==> config.mk <==
export PLATFORM = sky130hd
export DESIGN_NAME = ahb_interconnect
export DESIGN_NICKNAME = d
export VERILOG_FILES = /design/src/rtl/ahb_pkg.sv /design/src/rtl/ahb_default_slave.sv /design/src/rtl/ahb_interconnect.sv
export SDC_FILE = /design/constraint.sdc
export NUM_CORES = 1
export LEC_CHECK = 0
export CORE_AREA = 2 2 129 131
export DETAILED_ROUTE_END_ITERATION = 16
export DIE_AREA = 0 0 131 133
export MAX_ROUTING_LAYER = met4
export PLACE_DENSITY = 0.57
export SYNTH_ARGS = -nofsm -noshare
export SYNTH_HDL_FRONTEND = slang
export SYNTH_HIERARCHICAL = 1
export SYNTH_SLANG_ARGS = --single-unit
==> constraint.sdc <==
create_clock -name hclk -period 2.2 [get_ports hclk]
set_input_delay 0.44 -clock hclk [delete_from_list [all_inputs] [get_ports hclk]]
set_output_delay 0.44 -clock hclk [all_outputs]
set_load 0.03 [all_outputs]
==> src/rtl/ahb_pkg.sv <==
// Shared AHB-Lite encodings and the default-slave state type for the
// interconnect slice.
package ahb_pkg;

  localparam logic [1:0] HTRANS_IDLE   = 2'b00;
  localparam logic [1:0] HTRANS_BUSY   = 2'b01;
  localparam logic [1:0] HTRANS_NONSEQ = 2'b10;
  localparam logic [1:0] HTRANS_SEQ    = 2'b11;

  localparam logic HRESP_OKAY  = 1'b0;
  localparam logic HRESP_ERROR = 1'b1;

  typedef enum logic [1:0] {
    DS_IDLE = 2'b00,
    DS_ERR1 = 2'b01,
    DS_ERR2 = 2'b10
  } ds_state_e;

  // NONSEQ and SEQ both have bit 1 set; IDLE and BUSY do not.
  function automatic logic trans_active(input logic [1:0] htrans);
    return htrans[1];
  endfunction

endpackage

==> src/rtl/ahb_default_slave.sv <==
// Default slave for unmapped regions: two-cycle ERROR response plus a
// saturating decode-error counter.
module ahb_default_slave
  import ahb_pkg::*;
(
  input  logic        hclk,
  input  logic        hreset_n,
  input  logic        capture,
  input  logic        hit,
  output logic        hready,
  output logic        hresp,
  output logic [15:0] err_cnt
);

  ds_state_e state, state_nxt;
  logic      enter_err;

  always_ff @(posedge hclk) begin
    // NOTE: state registers use non-blocking assignments so every flop samples
    // pre-edge values, matching the hardware regardless of block ordering.
    if (!hreset_n) begin
      state   <= DS_IDLE;
      err_cnt <= '0;
    end else begin
      state <= state_nxt;
      if (enter_err && (err_cnt != 16'hFFFF)) err_cnt <= err_cnt + 16'd1;
    end
  end

  always_comb begin
    // NOTE: every output gets a default before any branch, so no path can
    // leave a variable unassigned and infer a latch.
    state_nxt = state;
    enter_err = 1'b0;
    hready    = 1'b1;
    hresp     = HRESP_OKAY;
    unique case (state)
      DS_IDLE: begin
        if (capture && hit) begin
          state_nxt = DS_ERR1;
          enter_err = 1'b1;
        end
      end
      DS_ERR1: begin
        hready    = 1'b0;
        hresp     = HRESP_ERROR;
        state_nxt = DS_ERR2;
      end
      DS_ERR2: begin
        hresp = HRESP_ERROR;
        if (capture && hit) begin
          state_nxt = DS_ERR1;
          enter_err = 1'b1;
        end else begin
          state_nxt = DS_IDLE;
        end
      end
      default: state_nxt = DS_IDLE;
    endcase
  end

endmodule

==> src/rtl/ahb_interconnect.sv <==
// Single-master AHB-Lite interconnect: region decode, data-phase tracking
// and response mux, with a default slave for unmapped regions.
module ahb_interconnect
  import ahb_pkg::*;
#(
  parameter int                    NUM_SLAVES = 4,
  parameter int                    SEL_LSB    = 28,
  parameter int                    SEL_W      = 2,
  parameter logic [NUM_SLAVES-1:0] SLV_EN     = '1
) (
  input  logic                     hclk,
  input  logic                     hreset_n,
  input  logic [31:0]              haddr_m,
  input  logic [2:0]               hsize_m,
  input  logic                     hwrite_m,
  input  logic [1:0]               htrans_m,
  input  logic [31:0]              hwdata_m,
  output logic [31:0]              hrdata_m,
  output logic                     hready_m,
  output logic                     hresp_m,
  output logic [31:0]              haddr_s,
  output logic [2:0]               hsize_s,
  output logic                     hwrite_s,
  output logic [1:0]               htrans_s,
  output logic [31:0]              hwdata_s,
  output logic                     hready_s,
  output logic [NUM_SLAVES-1:0]    hsel_s,
  input  logic [32*NUM_SLAVES-1:0] hrdata_s,
  input  logic [NUM_SLAVES-1:0]    hreadyout_s,
  input  logic [NUM_SLAVES-1:0]    hresp_s,
  output logic [15:0]              err_cnt
);

  logic [SEL_W-1:0]    region;
  logic                active;
  logic                default_hit;
  logic [NUM_SLAVES:0] dp_sel;
  logic                dp_valid;
  logic                ds_hready;
  logic                ds_hresp;

  assign haddr_s  = haddr_m;
  assign hsize_s  = hsize_m;
  assign hwrite_s = hwrite_m;
  assign htrans_s = htrans_m;
  assign hwdata_s = hwdata_m;
  assign hready_s = hready_m;

  assign region = haddr_m[SEL_LSB +: SEL_W];
  assign active = trans_active(htrans_m);

  // Compare as integers so a narrow region field never aliases a high index.
  always_comb begin
    hsel_s = '0;
    for (int i = 0; i < NUM_SLAVES; i++) begin
      if (active && (int'(region) == i) && SLV_EN[i]) hsel_s[i] = 1'b1;
    end
  end

  assign default_hit = active && (hsel_s == '0);

  // Address phase is only accepted when the previous data phase completes.
  always_ff @(posedge hclk) begin
    if (!hreset_n) begin
      dp_sel   <= '0;
      dp_valid <= 1'b0;
    end else if (hready_m) begin
      dp_sel   <= {default_hit, hsel_s};
      dp_valid <= active;
    end
  end

  always_comb begin
    hrdata_m = '0;
    hready_m = 1'b1;
    hresp_m  = HRESP_OKAY;
    if (dp_valid && dp_sel[NUM_SLAVES]) begin
      hready_m = ds_hready;
      hresp_m  = ds_hresp;
    end else if (dp_valid) begin
      for (int i = 0; i < NUM_SLAVES; i++) begin
        if (dp_sel[i]) begin
          hrdata_m = hrdata_s[32*i +: 32];
          hready_m = hreadyout_s[i];
          hresp_m  = hresp_s[i];
        end
      end
    end
  end

  ahb_default_slave u_default_slave (
    .hclk     (hclk),
    .hreset_n (hreset_n),
    .capture  (hready_m),
    .hit      (default_hit),
    .hready   (ds_hready),
    .hresp    (ds_hresp),
    .err_cnt  (err_cnt)
  );

endmodule

* Word-level counts from Yosys, hierarchy flattened
Index checks and enable logic that the tools add are counted.
Storage, ports and cells: output and inout bits 125, ROM bits 0, memories kept 0, bits in writable memories 0, bits in registers 24, bits in latches 0
Operators by class: $add $sub $neg 1, bitwise logic cells 0, multiplexer cells 29, $mul 0, reductions and logical operators 13, shift operators 0, $lt $le $gt $ge 0, divide/modulo/power cells 0, eq/ne operators 7
Operators with widths (number):
- two-way mux 32 bit | 6
- two-way mux 1 bit | 21
- adder 16 x 1 -> 16 bit (second input constant) | 1
- inequality test 16 bit (second input constant) | 1
- logical AND 1 bit | 8
- == test 2 bit (second input constant) | 3
- case mux 2 bit (3 select lines) | 1
- == test 2 x 1 -> 1 bit (second input constant) | 2
- logical NOT 2 bit | 2
- logical NOT 4 bit | 1
- OR reduction 2 bit | 2
- two-way mux 2 bit | 1
- inequality test 2 x 1 -> 1 bit (second input constant) | 1

* Logic depth before layout (Yosys ltp)
Gate-level depths: netlist of run 1.
depth in word-level cells 10, depth in mapped cells 11

* Modules after synthesis
The synthesis of run 1 kept the hierarchy.
By module, submodules not included:
- ahb_interconnect | instances 1, cells an instance 271, area an instance 1831.8 um^2, sequential area each 120.1 um^2
- ahb_default_slave | instances 1, cells an instance 119, area an instance 1069.8 um^2, sequential area each 360.3 um^2

* Worst setup path after synthesis of run 1
Ideal clock, no wire load.
kind register to output, start reg dp_sel[1], end out hready_s, stages on the path, launching flop included 8, setup slack 0.117 ns, arrival time 1.643 ns, path buffers 3, required time 1.760 ns, path through dfxtp_1 > buf_4 > nor2b_1 > buf_6 > a2111oi_4 > o22ai_2 > inv_1 > buf_4
Between the ends: cells in the longest elaborated chain, start to end 5
Ends and longest elaborated chain:
- start: declaration | line ahb_interconnect.sv:37 | logic [NUM_SLAVES:0] dp_sel;
- start signal: assignment | line ahb_interconnect.sv:65 | dp_sel <= '0;
- start signal: assignment | line ahb_interconnect.sv:68 | dp_sel <= {default_hit, hsel_s};
- two-way mux 1 bit (3 in a row) | line ahb_interconnect.sv:82 | if (dp_sel[i]) begin
- two-way mux 1 bit | line ahb_interconnect.sv:80 | end else if (dp_valid) begin
- two-way mux 1 bit | line ahb_interconnect.sv:77 | if (dp_valid && dp_sel[NUM_SLAVES]) begin
- end: declaration | line ahb_interconnect.sv:26 | output logic hready_s,
No other way between the ends.

* Final worst setup path of run 1
start in htrans_m[1], end out hsel_s[0]
Between the ends: cells in the longest elaborated chain, start to end 2
Ends and longest elaborated chain:
- start: declaration | line ahb_interconnect.sv:16 | input logic [1:0] htrans_m,
- logical AND 1 bit | line ahb_interconnect.sv:56 | if (active && (int'(region) == i) && SLV_EN[i]) hsel_s[i] = 1'b1;
- two-way mux 1 bit | line ahb_interconnect.sv:56
- end: declaration | line ahb_interconnect.sv:27 | output logic [NUM_SLAVES-1:0] hsel_s,
No other way between the ends.

==> results of run 1 <==
critical path, delay by kind of cell:
kind | cells | cell delay [ns]
buf+inv | 2 | 0.62
simple gates | 2 | 0.62
routing by layer:
layer  vias up  track usage, %
met1      1542            15.2
met5         -               -
li1       1603               -
met2       213            23.0
met4         0            2.13
met3        16            4.21
report_power, final:
group	internal (W)	total, W	leakage, nW	switching [W]
Clock	0.000362	0.000527	0.0511	0.000165
Sequential	0.000445	0.000458	0.195	0.0000134
Combinational	0.000334	0.000555	1.46	0.000221
Total	0.00114	0.00154	1.70	0.000399
sequential cells by signal, summed over array words and instances (netlist names):
signal	count
u_default_slave/state	2
dp_valid	1
u_default_slave/err_cnt	16
dp_sel	5
synthesized netlist by cell type (7+ instances only):
| library cell | n | share of area, % |
|---|---|---|
| sky130_fd_sc_hd__inv_1 | 12 | 1.6 |
| sky130_fd_sc_hd__o21ai_0 | 39 | 6.7 |
| sky130_fd_sc_hd__dfxtp_1 | 24 | 17 |
| sky130_fd_sc_hd__a21oi_1 | 11 | 1.9 |
| sky130_fd_sc_hd__clkbuf_1 | 16 | 2.1 |
| sky130_fd_sc_hd__nor2b_1 | 7 | 1.5 |
| sky130_fd_sc_hd__nor2_1 | 7 | 0.91 |
| sky130_fd_sc_hd__a22o_1 | 32 | 9.7 |
| sky130_fd_sc_hd__nand3_1 | 9 | 1.6 |
| sky130_fd_sc_hd__buf_4 | 72 | 19 |
| sky130_fd_sc_hd__nand2_1 | 47 | 6.1 |
| sky130_fd_sc_hd__a22oi_1 | 32 | 8.3 |
kinds of logic after synthesis:
logic type      after synthesis
compound gates              136
simple gates                108
buf+inv                     110
other cells                   1
fa+ha+maj                     6
mux                           5
flops                        24
metrics by stage:
| stage | total power [W] | std cells | hold slack, ns | setup WS (ns) |
|---|---|---|---|---|
| detailed placement | 0.00102 | 728 | 0.484 | 0.0505 |
| global route | 0.00160 | 732 | 0.534 | 0.00184 |
| floorplan | 0.000883 | 392 | 0.433 | 0.117 |
| CTS | 0.00155 | 732 | 0.495 | 0.0370 |
| global placement | 0.00101 | 728 | 0.453 | 0.0871 |
| finish | 0.00154 | 732 | 0.488 | 0.0747 |
worst paths after layout:
check	depth (start not counted)	startpoint	to	slack, ns
min	2	dp_sel[0]$_SDFFE_PN0P_	dp_sel[0]$_SDFFE_PN0P_	0.49
max	4	htrans_m[1]	hsel_s[0]	0.07
min reg2reg	2	dp_sel[0]$_SDFFE_PN0P_	dp_sel[0]$_SDFFE_PN0P_	0.49
max reg2reg	6	dp_sel[1]$_SDFFE_PN0P_	dp_sel[4]$_SDFFE_PN0P_	0.59
layout make-up:
class / count / area [sq um]
clock buffer: 3 / 75.1
clock inverter: 1 / 30.0
fill: 1710 / 11400
inverter: 12 / 45.0
multi-input combinational: 258 / 1730
sequential: 24 / 483
tap: 220 / 275
timing repair buffer: 214 / 2150
==> impl_metrics.csv, run 1 <==
group,metric,value,unit
clocking,cts_inserted_buffers,3,
logic_synthesis,yosys-mux-area-fraction,1.72,%
critical_path,cp-start-kind,"input port",
clocking,cts_htree_levels,1,
placement,standard_cell_area_after_detailed_placement,4680,sq um
power_and_ir_drop,ratio_of_total_power_to_cell_area,321,nW/um^2
clocking,root_buffer,"sky130_fd_sc_hd__clkbuf_16",
logic_synthesis,compound_gate_fraction_of_synth_area,33.3,%
clocking,cts_tree,"yes",
logic_synthesis,post_synth_and_or_nand_nor_area_fraction,21.3,%
routing,initialDrtViolationCount,153,
sta,setup_violating_endpoint_count_in_the_final_report,0,
global_routing,grt_start_max_net_pins,57,
finish,postLayoutCoreUtil,29.6,%
routing,m1WireLength,4.77,mm
logic_synthesis,synthesis.yosys.warnings,6,
finish,final_nets,727,
sta,grt_setup_unrepaired,"no",
finish,post_route_cells_drive_above_1_share,16.6,%
logic_synthesis,proportion_of_synthesized_chip_area_in_sequential_cells,16.6,%
sta,report.final.hold_viol_count,0,
logic_synthesis,yosys.area_share.adder,2.59,%
power_and_ir_drop,leakage,1.70,nW
critical_path,slowest_delay,0.46,ns
placement,place.port_buffers,198,
global_routing,grt_overflow,0,
floorplanning,rows,47,
global_routing,number_of_antenna_violations_at_the_first_check_in_global_routing,0,
routing,remaining_drc_errors,0,
sta,fmax,471,MHz
clocking,clock_latency,0.26,ns
routing,wl_per_cell,17.0,um
floorplanning,design.portCount,333,
logic_synthesis,asyncSetResetFlopFracSynth,0,%
floorplanning,die-width,131,um
logic_synthesis,syn_avg_cell_area,7.44,sq um
clocking,cts_post_setup_buffers_inserted,0,
logic_synthesis,ys_ff_latch,24,
sta,max_transition_margin,37.5,%
critical_path,setup.worst_path.end_class,"output pin",
routing,drtAntennaViolNets,0,
finish,layout.cell_area.non_filler,4790,sq um
floorplanning,die_area,17400,sq um
sta,final_setup_tns,0,ns
placement,dpl.hpwl,9.98,mm
logic_synthesis,number_of_flops_mapped_to_enable_cells_by_yosys,0,
critical_path,worst-path-max-fanout,3,
power_and_ir_drop,vdd.ir_drop.worst,0.278,mV
global_routing,grt_first_pass_wirelength,17.7,mm
logic_synthesis,synth_area,2900,sq um
sta,drv_slew,0,
job,max-cap-violations,0,
logic_synthesis,synth_cells,390,
logic_synthesis,synthXorXnorAreaFrac,0,%
clocking,post_cts.resized_instances,0,
floorplanning,core-area,16200,sq um
critical_path,cp.arrival,1.69,ns
clocking,cts_hold_repair.buffers,0,
critical_path,path_cells,"clkdlybuf4s50_1, nor2b_1, nor2b_1, buf_12",
placement,globalplace.congestion,0.794,
status,status,"complete, no violations",
critical_path,timing.critical_path.slowest_stage_cell,"sky130_fd_sc_hd__clkdlybuf4s50_1",
logic_synthesis,synthDistinctLibCells,53,
routing,dr_wl_met3,1.38,mm
routing,first_pass_iters,5,
routing,postRouteWirelength,12.5,mm
global_routing,track_usage,13.3,%
finish,layout.cells.most_common_list,"sky130_fd_sc_hd__clkdlybuf4s50_1, sky130_fd_sc_hd__nand2_1, sky130_fd_sc_hd__buf_4",
finish,antenna_cells_inserted,0,
sta,fin_worst_skew,0.00275,ns
routing,viasPerCell,4.61,
clocking,clock_path_buffers,2,
finish,layout.cells.most_common,"sky130_fd_sc_hd__clkdlybuf4s50_1",
logic_synthesis,synth_ff_type,"sky130_fd_sc_hd__dfxtp_1",
routing,met2_length,6.16,mm
routing,via_count,3374,
routing,top_layer,"met4",
clocking,clock_sink_count,24,
critical_path,worstPathRequired,1.76,ns
critical_path,cpMostUsedCell,"sky130_fd_sc_hd__nor2b_1",
global_routing,vias_in_the_first_global_route,3277,
sta,period_needed,2.13,ns
sta,layout_worst_path_cycle_share,96.6,%
floorplanning,die_y,133,um
hold_path,hold_path_class,"reg -> reg",
sta,actual_transition_at_the_worst_max_transition_pin,0.934,ns
critical_path,critPathKind,"in -> out",
finish,areaGrowthSynthToFinish,65.2,%
logic_synthesis,synth_top_family_by_area,"compound AO/OA/AOI/OAI gates",
clocking,reg_clk_slew_reported_paths,0.06,ns
floorplanning,start_util,17.9,%
No activity file was read; power rests on OpenSTA's default activity.
==> run 2, diff against run 1 <==
--- a/config.mk
+++ b/config.mk
@@ -5,11 +5,12 @@
 export SDC_FILE = /design/constraint.sdc
 export NUM_CORES = 1
 export LEC_CHECK = 0
-export CORE_AREA = 2 2 129 131
+export CELL_PAD_IN_SITES_DETAIL_PLACEMENT = 0
+export CELL_PAD_IN_SITES_GLOBAL_PLACEMENT = 1
+export CORE_UTILIZATION = 17
 export DETAILED_ROUTE_END_ITERATION = 16
-export DIE_AREA = 0 0 131 133
 export MAX_ROUTING_LAYER = met4
-export PLACE_DENSITY = 0.57
+export PLACE_DENSITY = 0.81
 export SYNTH_ARGS = -nofsm -noshare
 export SYNTH_HDL_FRONTEND = slang
 export SYNTH_HIERARCHICAL = 1
==> run 2 against run 1 <==
Clock skew rose by 0.0011 ns. Setup slack improved by 0.017 ns. Largest cell class unchanged. Critical path type unchanged. Critical path depth rose by 2. Flip-flop and latch count did not move. Wire length fell by 5.8%. Register-to-register slack improved by 0.04 ns. Clock power barely moved. Largest power group unchanged.
==> impl_metrics.csv, run 2 (synthesized netlist as in run 1, its figures left out) <==
group,metric,value,unit
status,status,"complete, no violations",
floorplanning,die_area,17600,sq um
critical_path,cp.arrival,1.67,ns
power_and_ir_drop,leakage,1.70,nW
routing,initialDrtViolationCount,100,
global_routing,vias_in_the_first_global_route,3217,
floorplanning,start_util,17.4,%
finish,regMostFlops,"u_default_slave/err_cnt",
clocking,cts_tree,"yes",
global_routing,grt_overflow,0,
critical_path,timing.critical_path.slowest_stage_cell,"sky130_fd_sc_hd__clkdlybuf4s50_1",
critical_path,critical-path-top-delay-family,"buffers and inverters",
clocking,reg_clk_slew_reported_paths,0.06,ns
routing,drtAntennaViolNets,0,
sta,grt_setup_unrepaired,"no",
finish,largestRegisters,"u_default_slave/err_cnt (16), dp_sel (5), u_default_slave/state (2)",
critical_path,cp-start-kind,"input port",
clocking,clock_latency,0.26,ns
critical_path,slowest_delay,0.45,ns
finish,layout.cells.most_common,"sky130_fd_sc_hd__clkdlybuf4s50_1",
power_and_ir_drop,vdd.ir_drop.worst,0.346,mV
sta,final_critical_path_setup_slack,0.0913,ns
power_and_ir_drop,ratio_of_total_power_to_cell_area,321,nW/um^2
floorplanning,rows,47,
routing,first_pass_iters,4,
global_routing,groute.layer.met2.usage,21.4,%
routing,wl_per_cell,16.0,um
global_routing,grt_first_pass_wirelength,17.5,mm
sta,final_setup_tns,0,ns
placement,preCtsSetupSlack,0.0522,ns
routing,viasPerCell,4.52,
floorplanning,core-area,16600,sq um
sta,layout_worst_path_cycle_share,95.9,%
global_routing,global_route.usage.met1,15.0,%
finish,antenna_cells_inserted,0,
critical_path,worst-path-max-fanout,3,
critical_path,path_cells,"clkdlybuf4s50_1, nor2b_1, a2111oi_4, o22ai_2, inv_2, buf_4",
finish,final_nets,729,
finish,final_cells,734,
placement,dpl.hpwl,9.31,mm
routing,remaining_drc_errors,0,
critical_path,ff2ff_path_depth,6,
floorplanning,die-width,133,um
sta,setup_violating_endpoint_count_in_the_final_report,0,
finish,areaGrowthSynthToFinish,63.3,%
placement,globalplace.congestion,0.817,
routing,via_count,3317,
clocking,cts_htree_levels,1,
clocking,cts_inserted_buffers,3,
finish,post_route_cells_drive_above_1_share,16.7,%
global_routing,top_usage_layer,"met2",
finish,layout.cells.most_common_list,"sky130_fd_sc_hd__clkdlybuf4s50_1, sky130_fd_sc_hd__buf_4, sky130_fd_sc_hd__nand2_1",
sta,period_needed,2.11,ns
critical_path,critPathKind,"in -> out",
sta,actual_transition_at_the_worst_max_transition_pin,0.945,ns
critical_path,setup.worst_path.end_class,"output pin",
routing,postRouteWirelength,11.7,mm
sta,max_transition_margin,36.7,%
floorplanning,design.portCount,333,
sta,drv_slew,0,
global_routing,track_usage,12.9,%
global_routing,groute.layer.met3.usage,5.13,%
sta,fmax,474,MHz
placement,place.port_buffers,198,
floorplanning,die_y,133,um
finish,largest_reg_flops,16,
hold_path,worst_hold_path.num_cells,2,
hold_path,hold_path_class,"reg -> reg",
global_routing,grt_start_max_net_pins,65,
clocking,clock_sink_count,24,
clocking,root_buffer,"sky130_fd_sc_hd__clkbuf_16",
sta,report.final.hold_viol_count,0,
critical_path,worstPathRequired,1.76,ns
job,max-cap-violations,0,
power_and_ir_drop,totalPowerFinal,0.00152,W
critical_path,path_depth,6,
global_routing,number_of_antenna_violations_at_the_first_check_in_global_routing,0,
placement,placedCellCount,729,
sta,fin_worst_skew,0.00385,ns
critical_path,critPathBufInv,3,
clocking,clock_path_buffers,2,
-- run 2: worst paths after layout --
check                         start                      to  slack [ns]
max                  hreadyout_s[1]                hready_m        0.09
min          dp_sel[0]$_SDFFE_PN0P_  dp_sel[0]$_SDFFE_PN0P_        0.48
max reg2reg  dp_sel[1]$_SDFFE_PN0P_  dp_sel[4]$_SDFFE_PN0P_        0.63
min reg2reg  dp_sel[0]$_SDFFE_PN0P_  dp_sel[0]$_SDFFE_PN0P_        0.48
-- run 2: worst register-to-register path, delay by kind of cell (launching register included) --
kind                   cells  cell delay [ns]
AO/OA/AOI/OAI              2             0.48
buffers and inverters      2             0.32
flip-flops                 1             0.35
AND/OR/NAND/NOR            2             0.31
-- run 2: power breakdown --
part	switching [W]	total [W]	internal [W]	leakage (nW)
clock	0.000162	0.000524	0.000362	0.0511
combinational	0.000213	0.000540	0.000327	1.45
sequential	0.0000136	0.000459	0.000445	0.195
total	0.000389	0.00152	0.00113	1.70
-- run 2: area by class of cell --
class / count / area (sq um)
Clock inverter: 1 / 30.0
Inverter: 12 / 45.0
Tap cell: 220 / 275
Timing Repair Buffer: 216 / 2100
Clock buffer: 3 / 75.1
Sequential cell: 24 / 483
Fill cell: 1823 / 11900
Multi-Input combinational cell: 258 / 1730
-- run 2: through the flow --
stage          utilization [%]  cell area [sq um]  hold slack (ns)
4_1_cts                   28.4               4730            0.481
6_report                  28.5               4740            0.483
5_1_grt                   28.5               4740            0.502
3_5_place_dp              27.7               4620            0.462
2_1_floorplan                -               2910            0.433
3_3_place_gp              27.7               4620            0.454
-- run 2: repair_timing --
| item | in CTS | in global routing |
|---|---|---|
| hold buffers | 0 | 0 |
| gates resized for setup | 1 | 3 |
| endpoints found under the setup margin | 3 | 16 |
| setup buffers | 0 | 1 |
-- run 2: per-layer routing --
metal / part of all wire (%) / up-vias
li1: - / 1601
met1: 41 / 1487
met3: 12 / 8
met2: 47 / 221
met4: 0.61 / 0
met5: 0 / -
==> run 3, diff against run 2 <==
--- a/config.mk
+++ b/config.mk
@@ -11,6 +11,7 @@
 export DETAILED_ROUTE_END_ITERATION = 16
 export MAX_ROUTING_LAYER = met4
 export PLACE_DENSITY = 0.81
+export SLEW_MARGIN = 10
 export SYNTH_ARGS = -nofsm -noshare
 export SYNTH_HDL_FRONTEND = slang
 export SYNTH_HIERARCHICAL = 1
==> results of run 3 <==
Final layout, timing and power as in run 2 (identical DEF).
